### src/rtl/fsm_frame_runner.sv
// Frame sequencer around a 5-state serial pattern FSM (z = state D or E).
// Shifts each accepted frame MSB-first through the FSM and reports hit count and final state.
//
// Handshake contract (both ports):
//   - A transfer happens on a rising edge where valid and ready are both high.
//   - A producer holds its payload stable for as long as valid is high and ready is low.
//   - Input port: ready is high only in IDLE, and in_data is sampled only on the accept edge.
//   - Output port: the result record stays valid and stable until out_ready is seen high.
module fsm_frame_runner #(
    parameter  int W  = 8,
    localparam int HW = $clog2(W + 1)
) (
    input  logic          clk,
    input  logic          resetn,
    input  logic          in_valid,
    output logic          in_ready,
    input  logic [W-1:0]  in_data,
    input  logic          flush,
    output logic          out_valid,
    input  logic          out_ready,
    output logic [HW-1:0] out_hits,
    output logic          out_z,
    output logic [2:0]    out_state,
    output logic          busy
);

    typedef enum logic [1:0] {IDLE = 2'd0, RUN = 2'd1, DONE = 2'd2} ctrl_t;
    typedef enum logic [2:0] {S_A = 3'd0, S_B = 3'd1, S_C = 3'd2, S_D = 3'd3, S_E = 3'd4} fsm_t;

    ctrl_t         ctrl, ctrl_next;
    fsm_t          fsm, fsm_next;
    logic [W-1:0]  shreg;
    logic [HW-1:0] bitcnt;
    logic [HW-1:0] hits;
    logic          bit_x;
    logic          step_hit;

    assign bit_x = shreg[W-1];

    // Serial pattern FSM transition; unused encodings fall back to A.
    always_comb begin
        fsm_next = S_A;
        case (fsm)
            S_A:     fsm_next = bit_x ? S_B : S_A;
            S_B:     fsm_next = bit_x ? S_E : S_B;
            S_C:     fsm_next = bit_x ? S_B : S_C;
            S_D:     fsm_next = bit_x ? S_C : S_B;
            S_E:     fsm_next = bit_x ? S_E : S_D;
            default: fsm_next = S_A;
        endcase
    end

    assign step_hit = (fsm_next == S_D) || (fsm_next == S_E);

    always_ff @(posedge clk or negedge resetn) begin
        if (!resetn) begin
            ctrl <= IDLE;
        end else begin
            ctrl <= ctrl_next;
        end
    end

    always_comb begin
        ctrl_next = ctrl;
        in_ready  = 1'b0;
        out_valid = 1'b0;
        busy      = 1'b0;
        case (ctrl)
            IDLE: begin
                in_ready = 1'b1;
                if (in_valid) ctrl_next = RUN;
            end
            RUN: begin
                busy = 1'b1;
                if (bitcnt == HW'(1)) ctrl_next = DONE;
            end
            DONE: begin
                out_valid = 1'b1;
                if (out_ready) ctrl_next = IDLE;
            end
            default: ctrl_next = IDLE;
        endcase
        // Abort wins over any accept or completion in the same cycle.
        if (flush) ctrl_next = IDLE;
    end

    always_ff @(posedge clk or negedge resetn) begin
        if (!resetn) begin
            fsm    <= S_A;
            shreg  <= '0;
            bitcnt <= '0;
            hits   <= '0;
        end else if (flush) begin
            fsm    <= S_A;
            bitcnt <= '0;
            hits   <= '0;
        end else begin
            case (ctrl)
                IDLE: begin
                    if (in_valid) begin
                        shreg  <= in_data;
                        bitcnt <= HW'(W);
                        hits   <= '0;
                        fsm    <= S_A;
                    end
                end
                RUN: begin
                    fsm    <= fsm_next;
                    shreg  <= {shreg[W-2:0], 1'b0};
                    bitcnt <= bitcnt - HW'(1);
                    if (step_hit) hits <= hits + HW'(1);
                end
                default: ;
            endcase
        end
    end

    assign out_hits  = hits;
    assign out_z     = (fsm == S_D) || (fsm == S_E);
    assign out_state = fsm;

endmodule

### config.mk
export PLATFORM = sky130hd
export DESIGN_NAME = fsm_frame_runner
export DESIGN_NICKNAME = d
export VERILOG_FILES = /design/src/rtl/fsm_frame_runner.sv
export SDC_FILE = /design/constraint.sdc
export NUM_CORES = 1
export LEC_CHECK = 0
export CAP_MARGIN = 20
export CORE_MARGIN = 8
export CORE_UTILIZATION = 49
export CTS_CLUSTER_DIAMETER = 120
export DETAILED_ROUTE_END_ITERATION = 7
export HOLD_SLACK_MARGIN = 0.08
export PLACE_DENSITY = 0.78
export RECOVER_POWER = 25
export REMOVE_ABC_BUFFERS = 1
export SLEW_MARGIN = 25
export SYNTH_ARGS = -nofsm -noshare
export SYNTH_HDL_FRONTEND = slang
export SYNTH_SLANG_ARGS = --single-unit
### constraint.sdc
create_clock -name clk -period 2 [get_ports clk]
set_input_delay 0.4 -clock clk [delete_from_list [all_inputs] [get_ports clk]]
set_output_delay 0.4 -clock clk [all_outputs]
set_load 0.005 [all_outputs]
==> key figures <==
Run status
  • Status: complete, no violations

Clock network
  • CTS tree: yes
  • Worst-Skew Late Latency: 0.30 ns
  • Root buf cell: clkbuf_4
  • Clock-pin slew on the worst setup and hold paths: 0.12 ns
  • Clock Tree Buf Depth: 2
  • TritonCTS buffer count: 3
  • H-Tree Depth: 1
  • CTS sink count: 21
  • CTS hold repair buffers: 0

Power and ir drop
  • Flop pwr share: 46.3%
  • Leakage power: 0.636 nW
  • Switch Pwr: 0.513 mW
  • Combinational power share: 39.1%
  • VDD IR max: 660 µV
  • Sw Ratio: 36.3%
  • Clock power frac: 14.5%
  • Internal: 0.899 mW
  • PwrDens: 995 nW/µm²
  • Total Power: 1.41 mW

Synth
  • Simple-gate area share of the yosys netlist: 17.5%
  • Synth area leader: dfrtp_1
  • Post-Synthesis Cells: 115
  • Mux contribution to synthesized area: 7.43%
  • Yosys warns: 0
  • Top-area cell type share of the netlist area: 48.0%
  • Post-Synth Adder-Cell Area: 3.43%
  • Number of synthesized register bits: 21
  • Largest family of logic cells by synthesized area: compound AO/OA/AOI/OAI gates
  • Top post-synthesis cells by area: dfrtp_1, o21ai_0, mux2i_1
  • Post-Syn Area per Cell: 9.52 µm²
  • Compound-Gate Fraction of Synth Area: 18.6%
  • Synth Area in XOR/XNOR: 0.800%
  • Post-synthesis cell type count: 35
  • Synthesized area: 1090 µm²
  • Sequential fraction of the synthesis area: 48.0%

Routing
  • DRC: 0
  • Vias: 946
  • Post-route ant nets: 0
  • DR WL/cell: 13.9 µm
  • Final wirelength: 2.38 mm
  • Vias per cell: 5.50
  • Iteration-0 DRC Markers: 39
  • First-pass iteration count of the detailed router: 4

GRT
  • Vias in the first global route: 933
  • GRT overflow: 0
  • Tot GR Track Use: 12.5%
  • Largest net degree at the start of global routing: 22
  • First-pass GRT wire length: 4.20 mm
  • Antenna violations before repair: 0

Placed design
  • Post-detail-place hpwl: 1.83 mm
  • Area of placed instances: 1370 µm²
  • Port Buf Inserts: 23
  • GP Congestion: 0.829
  • # placed instances: 166
  • DP Worst Slack: -0.0000151 ns

Timing
  • Final number of setup-violating endpoints: 0
  • Final Max Slew Viols: 0
  • RSZ-0062 raised after global routing: false
  • Worst slew margin: 27.3%
  • Tcrit/Tclk final: 95.6%
  • Crit path time final: 1.91 ns
  • Pin slew with the least headroom to its limit: 1.09 ns
  • Setup_tns: 0 ns
  • Hold_ws: 0.504 ns
  • Clock skew: 0.00270 ns
  • Final WS setup: 0.0881 ns
  • Fmax: 523 MHz
  • Fin. Hold Viols: 0

Floorplanning
  • IO Count: 24
  • Rows: 17
  • Die H: 63.3 µm
  • Core Box Area: 2170 µm²
  • Starting Density: 50.5%
  • DIE AREA: 4000 µm²
  • Die W: 63.3 µm

Setup path
  • Path depth of the worst reg2reg path: 4
  • Startpoint types: register
  • Worst flop-to-flop path startpoint: ctrl[0]$_DFFE_PN0P_
  • Buf+Inv Stages, Crit Path: 1
  • Reg2reg end: out_state[2]$_DFFE_PN0P_
  • Cell chain of the critical path: and2b_1 > clkdlybuf4s50_1
  • CP max stage cell: clkdlybuf4s50_1
  • Critical path type: register to output port
  • Req. time, crit path: 1.60 ns
  • Worst Path Max Fanout: 6
  • Worst EP arrival: 1.51 ns
  • Crit end category: output port
  • Reg2Reg Setup Slack: 0.35 ns
  • Worst path top cell family by delay: buffers and inverters
  • Worst path max stage delay: 0.52 ns

Min path
  • Hold worst-path end: shreg[1]$_DFFE_PN0P_
  • Hold Path Class: register to register
  • Hold_sp: shreg[1]$_DFFE_PN0P_
  • WHS Path Cells: 2

Final layout
  • Non-filler cells, final: 172
  • Nets: 161
  • Antenna Cells: 0
  • Layout fillers: 187
  • Final Cell Area: 1420 µm²
  • Fraction of layout cells with a size suffix above 1: 11.1%
  • Area of the multi-input gates: 526 µm²
  • Total area of sequential cells: 528 µm²
  • Area delta synth->final: 29.6%
  • Final core occ: 65.4%

Flow run
  • Max Cap Violations: 0
==> worst max path at each step <==
stage / startpoint / to / slack, ns / depth (start not counted)
2_1_floorplan: flush / out_hits[3]$_DFFE_PN0P_ / 0.57 / 3
3_3_place_gp: flush / out_hits[3]$_DFFE_PN0P_ / 0.13 / 4
3_5_place_dp: flush / out_state[2]$_DFFE_PN0P_ / -0.00002 / 5
4_1_cts: out_state[1]$_DFFE_PN0P_ / out_z / 0.01 / 4
5_1_grt: ctrl[1]$_DFFE_PN0P_ / busy / 0.05 / 3
6_report: ctrl[0]$_DFFE_PN0P_ / out_valid / 0.09 / 2
==> power by group through the flow <==
stage	Clock, mW	Combinational [mW]	Sequential (mW)
after floorplan	0	0.336	0.641
after global placement	0	0.515	0.663
after detailed placement	0	0.534	0.671
after CTS	0.212	0.557	0.654
after global routing	0.230	0.622	0.674
final	0.205	0.552	0.654
==> kinds of logic after synthesis <==
family / count (synthesis)
AO/OA/AOI/OAI: 32
AND/OR/NAND/NOR: 39
flip-flops: 21
multiplexers: 8
XOR/XNOR: 1
buffers and inverters: 11
adder cells (fa/ha/maj): 3
==> synthesized netlist by cell type <==
library cell and instances:
a21oi_1 3, a22o_1 3, a22oi_1 1, a31o_2 1, a32o_1 2, a32oi_1 1, and2b_1 1, buf_2 4
clkbuf_1 1, dfrtp_1 21, ha_1 3, inv_1 5, inv_2 1, mux2_2 1, mux2i_1 7, nand2_1 15
nand2b_1 2, nand3_1 2, nand4b_1 1, nor2_1 9, nor2b_1 2, nor3_1 1, nor3b_1 1, nor4_1 1
nor4b_1 1, o211ai_1 1, o21ai_0 16, o21bai_1 1, o22ai_1 1, o2bb2ai_1 1, o31ai_1 1, or2_2 1
or3b_1 1, or4_1 1, xor2_1 1
==> sequential cells by signal (all words and copies together), names as in the netlist <==
name and count:
out_hits 4, shreg 8, ctrl 2, out_state 3, bitcnt 4
==> metal layers <==
layer | track usage [%] | wire length, µm | up-vias
li1 | - | - | 470
met1 | 15.5 | 1070 | 429
met2 | 20.1 | 1130 | 39
met3 | 3.00 | 113 | 8
met4 | 5.29 | 67 | 0
met5 | 0 | 0 | -
==> what timing repair did <==
action                                  in CTS  in global routing
cloned                                       0                  0
endpoints found under the setup margin       1                  1
resized for setup                            3                  1
setup buffers                                2                  0
==> worst min-delay path, delay by kind of cell (launching register included) <==
kind	cells	cell delay [ns]
DFF	1	0.36
and+or+nand+nor	1	0.05
AOI/OAI and AO/OA	1	0.06
==> cell type report <==
type,instances,area share [%]
Multi-Input combinational cell,83,37.0
Clock buffer,4,1.85
Sequential cell,21,37.2
Timing Repair Buffer,30,19.8
Inverter,6,1.59
Tap cell,28,2.47
==> cells in the final DEF, fill, tap and decap left out, types with 2 or more instances in the layout <==
cell and n:
clkdlybuf4s50_1 21, dfrtp_1 19, o21ai_0 16, nand2_1 15, nor2_1 8, mux2i_1 7
buf_4 6, inv_1 5, a22o_1 3, a21oi_1 3, ha_1 3, clkbuf_4 3
nand2b_1 2, nor2b_1 2, nand3_1 2, a32o_1 2, clkbuf_1 2, dfrtp_2 2
Power figures use the tool's default switching activity.
